<file path="src/rtl/pipe_pkg.sv">
// Shared definitions for pipeline stage registers:
// control-bundle layout and skid-buffer state encoding.
package pipe_pkg;

  localparam int W_ALUOP     = 4;
  localparam int W_ALUSRCA   = 2;
  localparam int W_ALUSRCB   = 1;
  localparam int W_DMEM_BE   = 4;
  localparam int W_DMEM_WEN  = 1;
  localparam int W_MEMREAD   = 1;
  localparam int W_PCSRC     = 2;
  localparam int W_ISJUMP    = 1;
  localparam int W_ISLOAD    = 1;
  localparam int W_RWSRC     = 2;
  localparam int W_OPSRC     = 2;
  localparam int W_RF_WE     = 1;
  localparam int W_NUM_CHECK = 1;
  localparam int W_HALT      = 1;

  localparam int OFF_ALUOP     = 0;
  localparam int OFF_ALUSRCA   = OFF_ALUOP     + W_ALUOP;
  localparam int OFF_ALUSRCB   = OFF_ALUSRCA   + W_ALUSRCA;
  localparam int OFF_DMEM_BE   = OFF_ALUSRCB   + W_ALUSRCB;
  localparam int OFF_DMEM_WEN  = OFF_DMEM_BE   + W_DMEM_BE;
  localparam int OFF_MEMREAD   = OFF_DMEM_WEN  + W_DMEM_WEN;
  localparam int OFF_PCSRC     = OFF_MEMREAD   + W_MEMREAD;
  localparam int OFF_ISJUMP    = OFF_PCSRC     + W_PCSRC;
  localparam int OFF_ISLOAD    = OFF_ISJUMP    + W_ISJUMP;
  localparam int OFF_RWSRC     = OFF_ISLOAD    + W_ISLOAD;
  localparam int OFF_OPSRC     = OFF_RWSRC     + W_RWSRC;
  localparam int OFF_RF_WE     = OFF_OPSRC     + W_OPSRC;
  localparam int OFF_NUM_CHECK = OFF_RF_WE     + W_RF_WE;
  localparam int OFF_HALT      = OFF_NUM_CHECK + W_NUM_CHECK;

  localparam int CTRL_BUNDLE_W = OFF_HALT + W_HALT;

  typedef struct packed {
    logic [W_HALT-1:0]      halt;
    logic [W_NUM_CHECK-1:0] num_check;
    logic [W_RF_WE-1:0]     rf_we;
    logic [W_OPSRC-1:0]     op_src;
    logic [W_RWSRC-1:0]     rw_src;
    logic [W_ISLOAD-1:0]    is_load;
    logic [W_ISJUMP-1:0]    is_jump;
    logic [W_PCSRC-1:0]     pc_src;
    logic [W_MEMREAD-1:0]   mem_read;
    logic [W_DMEM_WEN-1:0]  d_mem_wen;
    logic [W_DMEM_BE-1:0]   d_mem_be;
    logic [W_ALUSRCB-1:0]   alu_src_b;
    logic [W_ALUSRCA-1:0]   alu_src_a;
    logic [W_ALUOP-1:0]     alu_op;
  } ctrl_t;

  localparam logic [1:0] EMPTY = 2'd0;
  localparam logic [1:0] ONE   = 2'd1;
  localparam logic [1:0] TWO   = 2'd2;

  typedef enum logic [1:0] {
    ST_EMPTY = EMPTY,
    ST_ONE   = ONE,
    ST_TWO   = TWO
  } skid_st_e;

endpackage

</file>
<file path="src/rtl/pipe_slot.sv">
// One valid+data+ctrl register with clear/load/hold.
// Control is masked by valid so an empty slot never drives controls.
module pipe_slot #(
  parameter int DATA_W = 64,
  parameter int CTRL_W = 24
) (
  input  logic              CLK,
  input  logic              RSTn,
  input  logic              ld,
  input  logic              clr,
  input  logic [DATA_W-1:0] d_data,
  input  logic [CTRL_W-1:0] d_ctrl,
  output logic              v,
  output logic [DATA_W-1:0] data,
  output logic [CTRL_W-1:0] ctrl
);

  logic              v_d, v_q;
  logic [DATA_W-1:0] data_d, data_q;
  logic [CTRL_W-1:0] ctrl_d, ctrl_q;

  // clear keeps the payload; only valid and control are dropped
  always_comb begin
    v_d    = v_q;
    data_d = data_q;
    ctrl_d = ctrl_q;
    if (clr) begin
      v_d    = 1'b0;
      ctrl_d = '0;
    end else if (ld) begin
      v_d    = 1'b1;
      data_d = d_data;
      ctrl_d = d_ctrl;
    end
  end

  always_ff @(posedge CLK) begin
    if (!RSTn) begin
      v_q    <= 1'b0;
      data_q <= '0;
      ctrl_q <= '0;
    end else begin
      v_q    <= v_d;
      data_q <= data_d;
      ctrl_q <= ctrl_d;
    end
  end

  assign v    = v_q;
  assign data = data_q;
  assign ctrl = ctrl_q & {CTRL_W{v_q}};

endmodule

</file>
<file path="src/rtl/pipe_stage_reg.sv">
// Generic pipeline stage register with valid/ready handshake,
// stall/flush, optional skid buffer and perf counters.
module pipe_stage_reg
  import pipe_pkg::*;
#(
  parameter int DATA_W = 64,
  parameter int CTRL_W = CTRL_BUNDLE_W,
  parameter int SKID   = 1,
  parameter int CNT_W  = 32
) (
  input  logic              CLK,
  input  logic              RSTn,
  input  logic              in_valid,
  input  logic [DATA_W-1:0] in_data,
  input  logic [CTRL_W-1:0] in_ctrl,
  output logic              in_ready,
  output logic              out_valid,
  output logic [DATA_W-1:0] out_data,
  output logic [CTRL_W-1:0] out_ctrl,
  input  logic              out_ready,
  input  logic              stall,
  input  logic              flush,
  output logic [1:0]        occupancy,
  output logic [CNT_W-1:0]  stall_cnt
);

  logic              main_v, skid_v;
  logic [DATA_W-1:0] main_data, skid_data;
  logic [CTRL_W-1:0] main_ctrl, skid_ctrl;
  logic              main_ld, main_clr;
  logic              main_from_skid;
  logic [DATA_W-1:0] main_d_data;
  logic [CTRL_W-1:0] main_d_ctrl;
  logic              accept, issue;

  assign accept = in_valid & in_ready;
  assign issue  = main_v & out_ready & ~stall;

  assign main_d_data = main_from_skid ? skid_data : in_data;
  assign main_d_ctrl = main_from_skid ? skid_ctrl : in_ctrl;

  pipe_slot #(
    .DATA_W (DATA_W),
    .CTRL_W (CTRL_W)
  ) u_main (
    .CLK    (CLK),
    .RSTn   (RSTn),
    .ld     (main_ld),
    .clr    (main_clr),
    .d_data (main_d_data),
    .d_ctrl (main_d_ctrl),
    .v      (main_v),
    .data   (main_data),
    .ctrl   (main_ctrl)
  );

  generate
    if (SKID != 0) begin : g_skid
      skid_st_e st_q, st_d;
      logic     skid_ld, skid_clr;

      pipe_slot #(
        .DATA_W (DATA_W),
        .CTRL_W (CTRL_W)
      ) u_skid (
        .CLK    (CLK),
        .RSTn   (RSTn),
        .ld     (skid_ld),
        .clr    (skid_clr),
        .d_data (in_data),
        .d_ctrl (in_ctrl),
        .v      (skid_v),
        .data   (skid_data),
        .ctrl   (skid_ctrl)
      );

      always_ff @(posedge CLK) begin
        if (!RSTn) st_q <= ST_EMPTY;
        else       st_q <= st_d;
      end

      // flush beats stall; stall freezes everything
      always_comb begin
        st_d           = st_q;
        main_ld        = 1'b0;
        main_clr       = 1'b0;
        main_from_skid = 1'b0;
        skid_ld        = 1'b0;
        skid_clr       = 1'b0;
        if (flush) begin
          st_d     = ST_EMPTY;
          main_clr = 1'b1;
          skid_clr = 1'b1;
        end else if (!stall) begin
          case (st_q)
            ST_EMPTY: begin
              if (accept) begin
                main_ld = 1'b1;
                st_d    = ST_ONE;
              end
            end
            ST_ONE: begin
              if (accept && issue) begin
                main_ld = 1'b1;
              end else if (accept) begin
                skid_ld = 1'b1;
                st_d    = ST_TWO;
              end else if (issue) begin
                main_clr = 1'b1;
                st_d     = ST_EMPTY;
              end
            end
            ST_TWO: begin
              if (issue) begin
                main_ld        = 1'b1;
                main_from_skid = 1'b1;
                skid_clr       = 1'b1;
                st_d           = ST_ONE;
              end
            end
            default: begin
              main_clr = 1'b1;
              skid_clr = 1'b1;
              st_d     = ST_EMPTY;
            end
          endcase
        end
      end

      // ready depends only on flops plus stall, never on out_ready
      assign in_ready = RSTn & ~skid_v & ~stall;
    end else begin : g_noskid
      assign skid_v         = 1'b0;
      assign skid_data      = '0;
      assign skid_ctrl      = '0;
      assign main_from_skid = 1'b0;

      always_comb begin
        main_ld  = 1'b0;
        main_clr = 1'b0;
        if (flush)       main_clr = 1'b1;
        else if (accept) main_ld  = 1'b1;
        else if (issue)  main_clr = 1'b1;
      end

      assign in_ready = RSTn & ~stall & (~main_v | out_ready);
    end
  endgenerate

  logic [CNT_W-1:0] stall_cnt_d, stall_cnt_q;

  always_comb begin
    stall_cnt_d = stall_cnt_q;
    if (stall && main_v && !(&stall_cnt_q))
      stall_cnt_d = stall_cnt_q + CNT_W'(1);
  end

  always_ff @(posedge CLK) begin
    if (!RSTn) stall_cnt_q <= '0;
    else       stall_cnt_q <= stall_cnt_d;
  end

  assign out_valid = main_v;
  assign out_data  = main_data;
  assign out_ctrl  = main_ctrl;
  assign occupancy = {1'b0, main_v} + {1'b0, skid_v};
  assign stall_cnt = stall_cnt_q;

  logic unused_skid_ctrl_ok;
  assign unused_skid_ctrl_ok = 1'b0;

endmodule
</file>
<file path="config.mk">
export PLATFORM = sky130hd
export DESIGN_NAME = pipe_stage_reg
export DESIGN_NICKNAME = d
export VERILOG_FILES = /design/src/rtl/pipe_pkg.sv /design/src/rtl/pipe_slot.sv /design/src/rtl/pipe_stage_reg.sv
export SDC_FILE = /design/constraint.sdc
export NUM_CORES = 1
export LEC_CHECK = 0
export ABC_AREA = 1
export CAP_MARGIN = 0
export CORE_ASPECT_RATIO = 0.75
export CORE_MARGIN = 4
export CORE_UTILIZATION = 47
export DETAILED_ROUTE_END_ITERATION = 7
export PLACE_DENSITY_LB_ADDON = 0.1
export SYNTH_ARGS = -nofsm -noshare
export SYNTH_HDL_FRONTEND = slang
export SYNTH_SLANG_ARGS = --single-unit
</file>
<file path="constraint.sdc">
create_clock -name CLK -period 1.8 [get_ports CLK]
set_clock_uncertainty 0.1 [all_clocks]
set_input_delay 0.36 -clock CLK [delete_from_list [all_inputs] [get_ports CLK]]
set_output_delay 0.36 -clock CLK [all_outputs]
set_load 0.02 [all_outputs]
</file>
==> results of run 1 <==
[path summary, 6_finish.rpt]
check                           end  cells past startpoint
max                    occupancy[0]                      3
max reg2reg         u_main.data[29]                     12
min                  g_skid.st_q[0]                      6
min reg2reg  g_skid.u_skid.data[25]                      2
[cell usage after synthesis (all sizes together)]
cell type,number,area share
nand3b,1,0.00070
nand2,376,0.13
xnor2,6,0.0049
nand4,6,0.0041
a211oi,23,0.021
o211ai,1,0.00070
a21oi,181,0.084
nor3,1,0.00046
clkinv,1,0.00035
nor2,234,0.088
dfxtp,212,0.39
or2,1,0.00058
clkbuf,38,0.013
buf,69,0.043
inv,239,0.084
o21ai,137,0.066
o21bai,1,0.00070
nand3,111,0.053
xor2,7,0.0057
ha,2,0.0023
[layer usage]
layer,vias up,track usage,share of wire
met4,6,0.04350,0.018
met5,-,0,0.0011
met2,312,0.3184,0.43
met3,46,0.04615,0.068
li1,5638,-,-
met1,4950,0.3161,0.48
[state kept, by name, summed over array words and instances, names as in the netlist]
name and cells:
g_skid.st_q 2, g_skid.u_skid.ctrl_q 24, g_skid.u_skid.data 64, g_skid.u_skid.v 1
stall_cnt 32, u_main.ctrl_q 24, u_main.data 64, u_main.v 1
[cells by family after synthesis]
group / after synthesis
compound gates: 343
xor+xnor: 13
fa+ha+maj: 2
buf+inv: 347
flops: 212
simple gates: 730
[power groups by stage]
stage / Clock (W) / Combinational (W) / Sequential [W]
4_1_cts: 0.00467 / 0.00101 / 0.00478
2_1_floorplan: 0 / 0.000476 / 0.00495
3_5_place_dp: 0 / 0.00102 / 0.00489
3_3_place_gp: 0 / 0.00101 / 0.00489
5_1_grt: 0.00488 / 0.00115 / 0.00479
6_report: 0.00460 / 0.00105 / 0.00479
[timing repair]
item                                    4_1_cts  5_1_grt
buffers inserted                              1        9
gates resized for setup                     257      132
endpoints found under the setup margin      153      154
cloned                                        2       12
pin swaps                                     3       11
[metrics by stage]
stage	setup WS, ns	power [W]	util	instance area [um^2]
after floorplan	0.01660	0.005423	-	10780
after global placement	-0.6332	0.005905	0.6050	13480
after detailed placement	-0.7116	0.005912	0.6050	13480
after CTS	-0.06826	0.01046	0.6357	14170
after global routing	-0.08616	0.01082	0.6602	14710
final	-0.04538	0.01043	0.6602	14710
[final cells by class]
| cell class | count | area, um^2 |
|---|---|---|
| inverters | 240 | 915.9 |
| clock buffers | 27 | 610.6 |
| diodes | 1 | 2.502 |
| flip-flops and latches | 212 | 4269 |
| multi-input cells | 1089 | 5196 |
| clock inverters | 15 | 111.4 |
| well taps | 294 | 367.9 |
| repair buffers | 313 | 3241 |
| fillers | 2029 | 7574 |
[critical path, stage by stage, from the launching register on]
cell and delay [ns]:
sky130_fd_sc_hd__dfxtp_4 0.36, sky130_fd_sc_hd__buf_12 0.14, sky130_fd_sc_hd__ha_4 0.27, sky130_fd_sc_hd__buf_6 0.11
==> impl_metrics.ini, run 1 <==
[critical_path]
startpoint = u_main.v
timing.setup.critical_path_class = flip-flop to output port
critical_path_fanouts_max = 3
critical_path_arrival_ns = 1.39
worst-endpoint-required_ns = 1.34
crit-reg2reg-launch = u_main.v
crit_path_capture_type = output port
reg2reg_slack_ns = 0.05
timing.critical_path.from_type = flip-flop

[floorplanning]
fp.dieArea_um2 = 25420
die_height_um = 139.1
start_util = 0.4831
design.portCount = 218
core_region_area_um2 = 22290
floorplan.rows = 47
die_x_um = 182.8

[placement]
post-dp-hpwl_um = 19070
routabilityCongestion = 0.8827
place.port_buffers = 217
dp.cells = 2124

[synthesis]
ys_types = 36
synth-simple-area-share = 0.2802
synth_xor_area_frac = 0.01057
synth_compound_area_frac = 0.1723
adder_and_majority_gate_portion_of_the_synthesized_area = 0.002324
synth_top_family_by_area = simple AND/OR/NAND/NOR gates
synth_nets = 1743
synth.mux.area_fraction = 0
syn-instance-count = 1647
syn_area_um2 = 10770
share_of_the_yosys_chip_area_belonging_to_registers = 0.3941
mean_area_per_synthesized_cell_um2 = 6.538
synth-seq-cells = 212
synthesis.yosys.warnings = 0

[routing]
detailroute.via_count = 10950
drc_errors = 0
vias_per_cell = 4.999
routedWlPerCell_um = 14.07
number_of_routed_nets_with_antenna_violations = 0
first_iter_violations = 815
first_pass_iters = 5
route.final.wire_length_um = 30830

[cts]
clkTransAtPathRegs_ns = 0.06
number_of_buffers_created_by_cts = 23
cts_num_sinks = 212
htreeDepth = 1
tritoncts = done
ctsHoldBuffers = 0
max-clock-path-buffers = 3
worstSkewPairLatency_ns = 0.52
root_buffer_selected_by_cts = sky130_fd_sc_hd__clkbuf_16

[worst_hold_path]
min-delay-start = RSTn
holdCritPathClass = input pin to flip-flop

[power]
swShare = 0.2508
ir_drop_uv = 660.8
combinationalPowerShare = 0.101
power_frac_clock = 0.441
intPower_w = 0.007815
part_of_the_total_power_dissipated_in_sequential_elements = 0.459
cellPowerDensity_nw_per_um2 = 708.9
p_switching_w = 0.002616
power.leakage_nw = 6.558

[sta]
finalMaxSlewViolations = 0
setup_viol = 13
period_share = 1.025
timing_hold_violations_final = 0
setup_slack_ns = -0.04538
finalWorstPathRequiredPeriod_ns = 1.845
achievable-frequency_mhz = 541.9
finalSetupTns_ns = -0.1884
maxSlewHeadroom = 0.5407
unrepaired_setup_endpoints_after_global_routing = true
slew_worst_pin_ns = 0.6889
minimum_hold_slack_ns = 0.2429

[finish]
area_growth_pct = 36.65
commonest_non_fill_non_tap_cells_in_the_layout = sky130_fd_sc_hd__nand2_1 (360), sky130_fd_sc_hd__inv_1 (218), sky130_fd_sc_hd__nor2_1 (212), sky130_fd_sc_hd__dfxtp_1 (198), sky130_fd_sc_hd__a21oi_1 (178)
leading_cell_type_in_the_layout_fill_and_taps_excluded = sky130_fd_sc_hd__nand2_1
layout.nets = 1975
finalNonFillerCells = 2191
drive_gt1_frac = 0.1487

[grt]
grt_first_pass_wirelength_um = 46420
gr-total-overflow = 0
antenna_violations_before_repair = 4
grt_usage = 0.2127
pin_count_of_the_biggest_net_entering_global_routing = 76
grt_pass1_vias = 9157

[run]
total_of_max_cap_violations = 0

[run_status]
run_status = finished with violations
violations_in_the_final_reports = setup timing
(Power assumes the default switching activity.)
==> inputs of run 2 (changes only) <==
--- a/config.mk
+++ b/config.mk
@@ -15,3 +15,4 @@
 export SYNTH_ARGS = -nofsm -noshare
 export SYNTH_HDL_FRONTEND = slang
 export SYNTH_SLANG_ARGS = --single-unit
+export TNS_END_PERCENT = 30
==> impl_metrics.ini, run 2 (synthesis results as in run 1) <==
[cts]
cts_num_sinks = 212
number_of_buffers_created_by_cts = 22
root_buffer_selected_by_cts = sky130_fd_sc_hd__clkbuf_16
tritoncts = done
htreeDepth = 1
ctsHoldBuffers = 0
clkTransAtPathRegs_ns = 0.06
worstSkewPairLatency_ns = 0.51
max-clock-path-buffers = 3

[placement]
placed_cell_area_um2 = 13750
routabilityCongestion = 0.8993
dp.cells = 2144
place.port_buffers = 217
post-dp-hpwl_um = 20350

[routing]
route.final.wire_length_um = 30630
drc_errors = 0
first_pass_iters = 5
first_iter_violations = 789
number_of_routed_nets_with_antenna_violations = 0
routedWlPerCell_um = 13.91
detailroute.via_count = 10970
vias_per_cell = 4.983

[worst_hold_path]
min-delay-start = RSTn
hold-path-cell-count = 3
holdCritPathClass = input pin to flip-flop

[critical_path]
timing.critical_path.from_type = flip-flop
crit-reg2reg-launch = u_main.v
critical_path_arrival_ns = 1.38
startpoint = u_main.v
worst-endpoint-required_ns = 1.34
reg2reg_slack_ns = 0.02
crit_path_capture_type = output port
critical_path_fanouts_max = 4
reg2reg_depth = 12
timing.setup.critical_path_class = flip-flop to output port

[grt]
grt_util_met2 = 0.3307
gr-total-overflow = 0
grt_pass1_vias = 9591
grt_most_used_layer = met2
gr-usage-met1 = 0.3181
grt_util_met3 = 0.04562
antenna_violations_before_repair = 2
grt_usage = 0.2179
pin_count_of_the_biggest_net_entering_global_routing = 125
grt_first_pass_wirelength_um = 47330

[finish]
leading_cell_type_in_the_layout_fill_and_taps_excluded = sky130_fd_sc_hd__nand2_1
postLayoutCoreUtil = 0.6651
num-fill-cells = 1961
area_growth_pct = 37.66
commonest_non_fill_non_tap_cells_in_the_layout = sky130_fd_sc_hd__nand2_1 (361), sky130_fd_sc_hd__inv_1 (224), sky130_fd_sc_hd__nor2_1 (207), sky130_fd_sc_hd__dfxtp_1 (204), sky130_fd_sc_hd__a21oi_1 (180)
layout.nets = 1989
finalNonFillerCells = 2202
drive_gt1_frac = 0.1483
stdcell_area_um2 = 14820
antenna_diodes = 0

[sta]
setup_slack_ns = -0.04253
finalWorstPathRequiredPeriod_ns = 1.843
maxSlewHeadroom = 0.6615
finalSetupTns_ns = -0.04253
slew_worst_pin_ns = 0.5077
finalMaxSlewViolations = 0
setup_viol = 1
achievable-frequency_mhz = 542.7
period_share = 1.024
unrepaired_setup_endpoints_after_global_routing = true
timing_hold_violations_final = 0

[power]
power.leakage_nw = 6.571
cellPowerDensity_nw_per_um2 = 697.6
ir_drop_uv = 660.5

[floorplanning]
start_util = 0.4831
design.portCount = 218
core_region_area_um2 = 22290
fp.dieArea_um2 = 25420
die_x_um = 182.8
die_height_um = 139.1
floorplan.rows = 47

[run_status]
run_status = finished with violations
violations_in_the_final_reports = setup timing

[run]
total_of_max_cap_violations = 0
run 2: layer usage:
layer | vias to the layer above | wire [um]
met5 | - | 27
li1 | 5666 | -
met2 | 308 | 13360
met3 | 49 | 2097
met4 | 4 | 715
met1 | 4946 | 14430
run 2: layout make-up:
type / instances / area, um^2 / area share
Multi-Input combinational cell: 1088 / 5180 / 0.3495
Tap cell: 294 / 367.9 / 0.02482
Timing Repair Buffer: 329 / 3403 / 0.2296
Clock buffer: 32 / 628.1 / 0.04237
Clock inverter: 7 / 73.82 / 0.004980
Inverter: 240 / 908.4 / 0.06128
Sequential cell: 212 / 4262 / 0.2875
run 2: final timing paths:
check,to
worst min-delay path,u_main.data[61]
worst min register to register,g_skid.u_skid.data[0]
worst max-delay path,occupancy[0]
worst max register to register,u_main.data[26]
run 2: worst max-delay path, cell delays in order (launching register included):
cell and delay (ns):
sky130_fd_sc_hd__dfxtp_4 0.37, sky130_fd_sc_hd__buf_4 0.14, sky130_fd_sc_hd__ha_4 0.26, sky130_fd_sc_hd__buf_6 0.11
run 2: per-stage QoR:
step	worst slack (ns)	hold slack (ns)	power [W]
finish	-0.04253	0.03712	0.01034
global route	-0.09541	0.03216	0.01075
CTS	-0.05355	0.009266	0.01037
detailed placement	-0.4461	0.3389	0.005937
global placement	-0.4126	0.3343	0.005926
floorplan	-0.002896	0.3245	0.005423
run 2: power by group:
| part | switching, W | internal (W) |
|---|---|---|
| clock | 0.00191 | 0.00257 |
| combinational | 0.000574 | 0.000496 |
| sequential | 0.0000351 | 0.00475 |
| total | 0.00252 | 0.00782 |
run 2: repair_timing:
action	CTS	global route
setup endpoints to repair	137	198
buffers inserted	1	9
pin swaps	0	7
gates cloned	0	9
gates resized for setup	224	148
==> inputs of run 3 (changes only) <==
--- a/config.mk
+++ b/config.mk
@@ -9,10 +9,12 @@
 export CAP_MARGIN = 0
 export CORE_ASPECT_RATIO = 0.75
 export CORE_MARGIN = 4
-export CORE_UTILIZATION = 47
+export CORE_UTILIZATION = 48
 export DETAILED_ROUTE_END_ITERATION = 7
 export PLACE_DENSITY_LB_ADDON = 0.1
+export SLEW_MARGIN = 15
 export SYNTH_ARGS = -nofsm -noshare
 export SYNTH_HDL_FRONTEND = slang
+export SYNTH_HIERARCHICAL = 1
 export SYNTH_SLANG_ARGS = --single-unit
 export TNS_END_PERCENT = 30
==> impl_metrics.ini, run 3 <==
[critical_path]
worst-path-stages = 11
timing.critical_path.slowest_cell_delay_ns = 0.38
critical_path_fanouts_max = 8
timing.setup.critical_path_class = flip-flop to flip-flop
critical_path_arrival_ns = 2.30
critical_path.cell_chain = buf_6 -> nand2_4 -> nor2_4 -> buf_4 -> a21oi_2 -> o31ai_4 -> buf_4 -> nor2_8 -> clkbuf_16 -> nor2_1 -> nor2_1
timing.critical_path.from_type = flip-flop
worst-endpoint-required_ns = 2.09
cp_top_family = buffers and inverters
timing.critical_path.slowest_stage_cell = sky130_fd_sc_hd__dfxtp_4
cp.buffers_inverters = 4
reg2reg_depth = 11
crit_path_capture_type = flip-flop
reg2reg_slack_ns = -0.21

[routing]
detailroute.via_count = 10810
drc_errors = 0
route.final.wire_length_um = 33200
number_of_routed_nets_with_antenna_violations = 0
routedWlPerCell_um = 15.07
vias_per_cell = 4.905
first_pass_iters = 8
first_iter_violations = 757

[synthesis]
ys_types = 33
syn_area_um2 = 11580
synth-edff-count = 0
synthDominantAreaCellType = sky130_fd_sc_hd__dfxtp_1
synthesis.yosys.warnings = 6
yosys.area.top_type_share = 0.3664
syn-instance-count = 1624
postSynth.topFlopCell = sky130_fd_sc_hd__dfxtp_1
synth_common_cells = sky130_fd_sc_hd__nand2_1 (427), sky130_fd_sc_hd__nor2_1 (328), sky130_fd_sc_hd__dfxtp_1 (212)
mean_area_per_synthesized_cell_um2 = 7.132
count_leader_synth = sky130_fd_sc_hd__nand2_1
synth_nets = 1720
async_reset_ff_frac = 0
share_of_the_yosys_chip_area_belonging_to_registers = 0.3664
area_contributors_post_synth = sky130_fd_sc_hd__dfxtp_1 (37%), sky130_fd_sc_hd__nand2_1 (14%), sky130_fd_sc_hd__nor2_1 (11%), sky130_fd_sc_hd__nand3_2 (10%), sky130_fd_sc_hd__inv_1 (6.6%)
synth-seq-cells = 212

[floorplanning]
die_height_um = 142.5
die_x_um = 187.4
start_util = 0.4958
fp.dieArea_um2 = 26700
core_region_area_um2 = 23360
design.portCount = 218
floorplan.rows = 48

[cts]
tritoncts = done
number_of_buffers_created_by_cts = 23
max-clock-path-buffers = 3
root_buffer_selected_by_cts = sky130_fd_sc_hd__clkbuf_16
clkTransAtPathRegs_ns = 0.06
worstSkewPairLatency_ns = 0.50
ctsHoldBuffers = 0
htreeDepth = 1
cts_num_sinks = 212

[grt]
grt_first_pass_wirelength_um = 52380
gr-total-overflow = 0
grt_pass1_vias = 10250
pin_count_of_the_biggest_net_entering_global_routing = 58
antenna_violations_before_repair = 1
grt_usage = 0.2312

[placement]
place.port_buffers = 217
post-dp-hpwl_um = 21640
routabilityCongestion = 0.9080
placement.setup.worst_slack_ns = -0.6507

[sta]
period_share = 1.116
setup_viol = 161
unrepaired_setup_endpoints_after_global_routing = true
achievable-frequency_mhz = 497.7
maxSlewHeadroom = 0.5596
finalMaxSlewViolations = 0
timing_hold_violations_final = 0
minimum_hold_slack_ns = 0.3133
slew_worst_pin_ns = 0.6606
finalSetupTns_ns = -13.91
finalWorstPathRequiredPeriod_ns = 2.009
setup_slack_ns = -0.2091

[finish]
commonest_non_fill_non_tap_cells_in_the_layout = sky130_fd_sc_hd__nand2_1 (409), sky130_fd_sc_hd__nor2_1 (311), sky130_fd_sc_hd__dfxtp_1 (205), sky130_fd_sc_hd__inv_1 (187), sky130_fd_sc_hd__nand3_2 (120)
area_growth_pct = 36.83
leading_cell_type_in_the_layout_fill_and_taps_excluded = sky130_fd_sc_hd__nand2_1
multi_input_comb_area_um2 = 6195
num-fill-cells = 2015
layout.nets = 1985
drive_gt1_frac = 0.2455
layout.area.seq_um2 = 4255

[worst_hold_path]
hold-path-cell-count = 4
holdCritPathClass = input pin to flip-flop

[power]
cellPowerDensity_nw_per_um2 = 662.7
part_of_the_total_power_dissipated_in_sequential_elements = 0.452
p_total_w = 0.01050
combinationalPowerShare = 0.099
intPower_w = 0.008032
power.leakage_nw = 7.190
swShare = 0.2352
p_switching_w = 0.002471
power_frac_clock = 0.449
ir_drop_uv = 617.7

[run_status]
violations_in_the_final_reports = setup timing
run_status = finished with violations

[run]
total_of_max_cap_violations = 0
==> run 3: changes by cell type after synthesis, sizes merged, moves of 3 or more <==
cell | previous run | this run
inv | 239 | 210
mux2 | 0 | 88
o21ai | 137 | 3
nor2 | 234 | 337
a211oi | 23 | 0
clkbuf | 38 | 12
buf | 69 | 78
nor3 | 1 | 4
nand3 | 111 | 145
a21oi | 181 | 75
nand2 | 376 | 432
==> run 3: layer usage <==
metal	vias to the layer above	GRT usage	share of wire
li1	5496	-	-
met1	4958	0.3295	0.48
met2	313	0.3707	0.44
met3	38	0.04782	0.072
met4	0	0.03900	0.013
met5	-	0	0
==> run 3: power groups by stage <==
stage / registers [W] / clock network, W / logic, W
floorplan: 0.00489 / 0 / 0.000519
global placement: 0.00486 / 0 / 0.000983
detailed placement: 0.00486 / 0 / 0.000991
CTS: 0.00475 / 0.00480 / 0.000988
global route: 0.00475 / 0.00502 / 0.00112
finish: 0.00475 / 0.00472 / 0.00103
==> run 3: cell type report <==
class,instances,share of cell area
multi-input cells,1111,0.3909
flip-flops and latches,212,0.2685
inverters,211,0.05171
diodes,1,0.0001579
repair buffers,330,0.2181
clock inverters,7,0.005527
well taps,300,0.02369
clock buffers,31,0.04137
==> run 3: tightest hold or removal path: cells and delay by family <==
family | cells | cell delay, ns
buffers and inverters | 3 | 0.38
AO/OA/AOI/OAI | 1 | 0.14
==> run 3: through the flow <==
step | instances | utilization | instance area [um^2]
after global routing | 2203 | 0.6783 | 15850
after CTS | 2192 | 0.6606 | 15430
final | 2203 | 0.6783 | 15850
after floorplan | 1624 | - | 11680
after detailed placement | 2146 | 0.6283 | 14680
after global placement | 2146 | 0.6283 | 14680
==> run 3: logic make-up (layout without fill, tap and decap cells) <==
group	count (synthesis)	after routing	share of synthesized area
compound gates	81	81	0.03813
xor+xnor	14	14	0.01059
fa+ha+maj	2	2	0.002160
buf+inv	301	579	0.1179
flops	212	212	0.3664
mux	88	88	0.08556
other cells	0	1	0
simple gates	926	926	0.3793
==> run 3: repair_timing <==
item | in CTS | in global routing
setup endpoints to repair | 254 | 250
resized for setup | 277 | 105
gates cloned | 2 | 6
setup buffers | 6 | 5
pin swaps | 1 | 3
==> run 3: path summary, 6_finish.rpt <==
check,startpoint,endpoint
hold / removal,RSTn,stall_cnt[4]
hold reg to reg,g_skid.u_skid/ctrl_q[4],g_skid.u_skid/ctrl_q[4]
setup / recovery,u_main/v,u_main/data[27]
setup reg to reg,u_main/v,u_main/data[27]
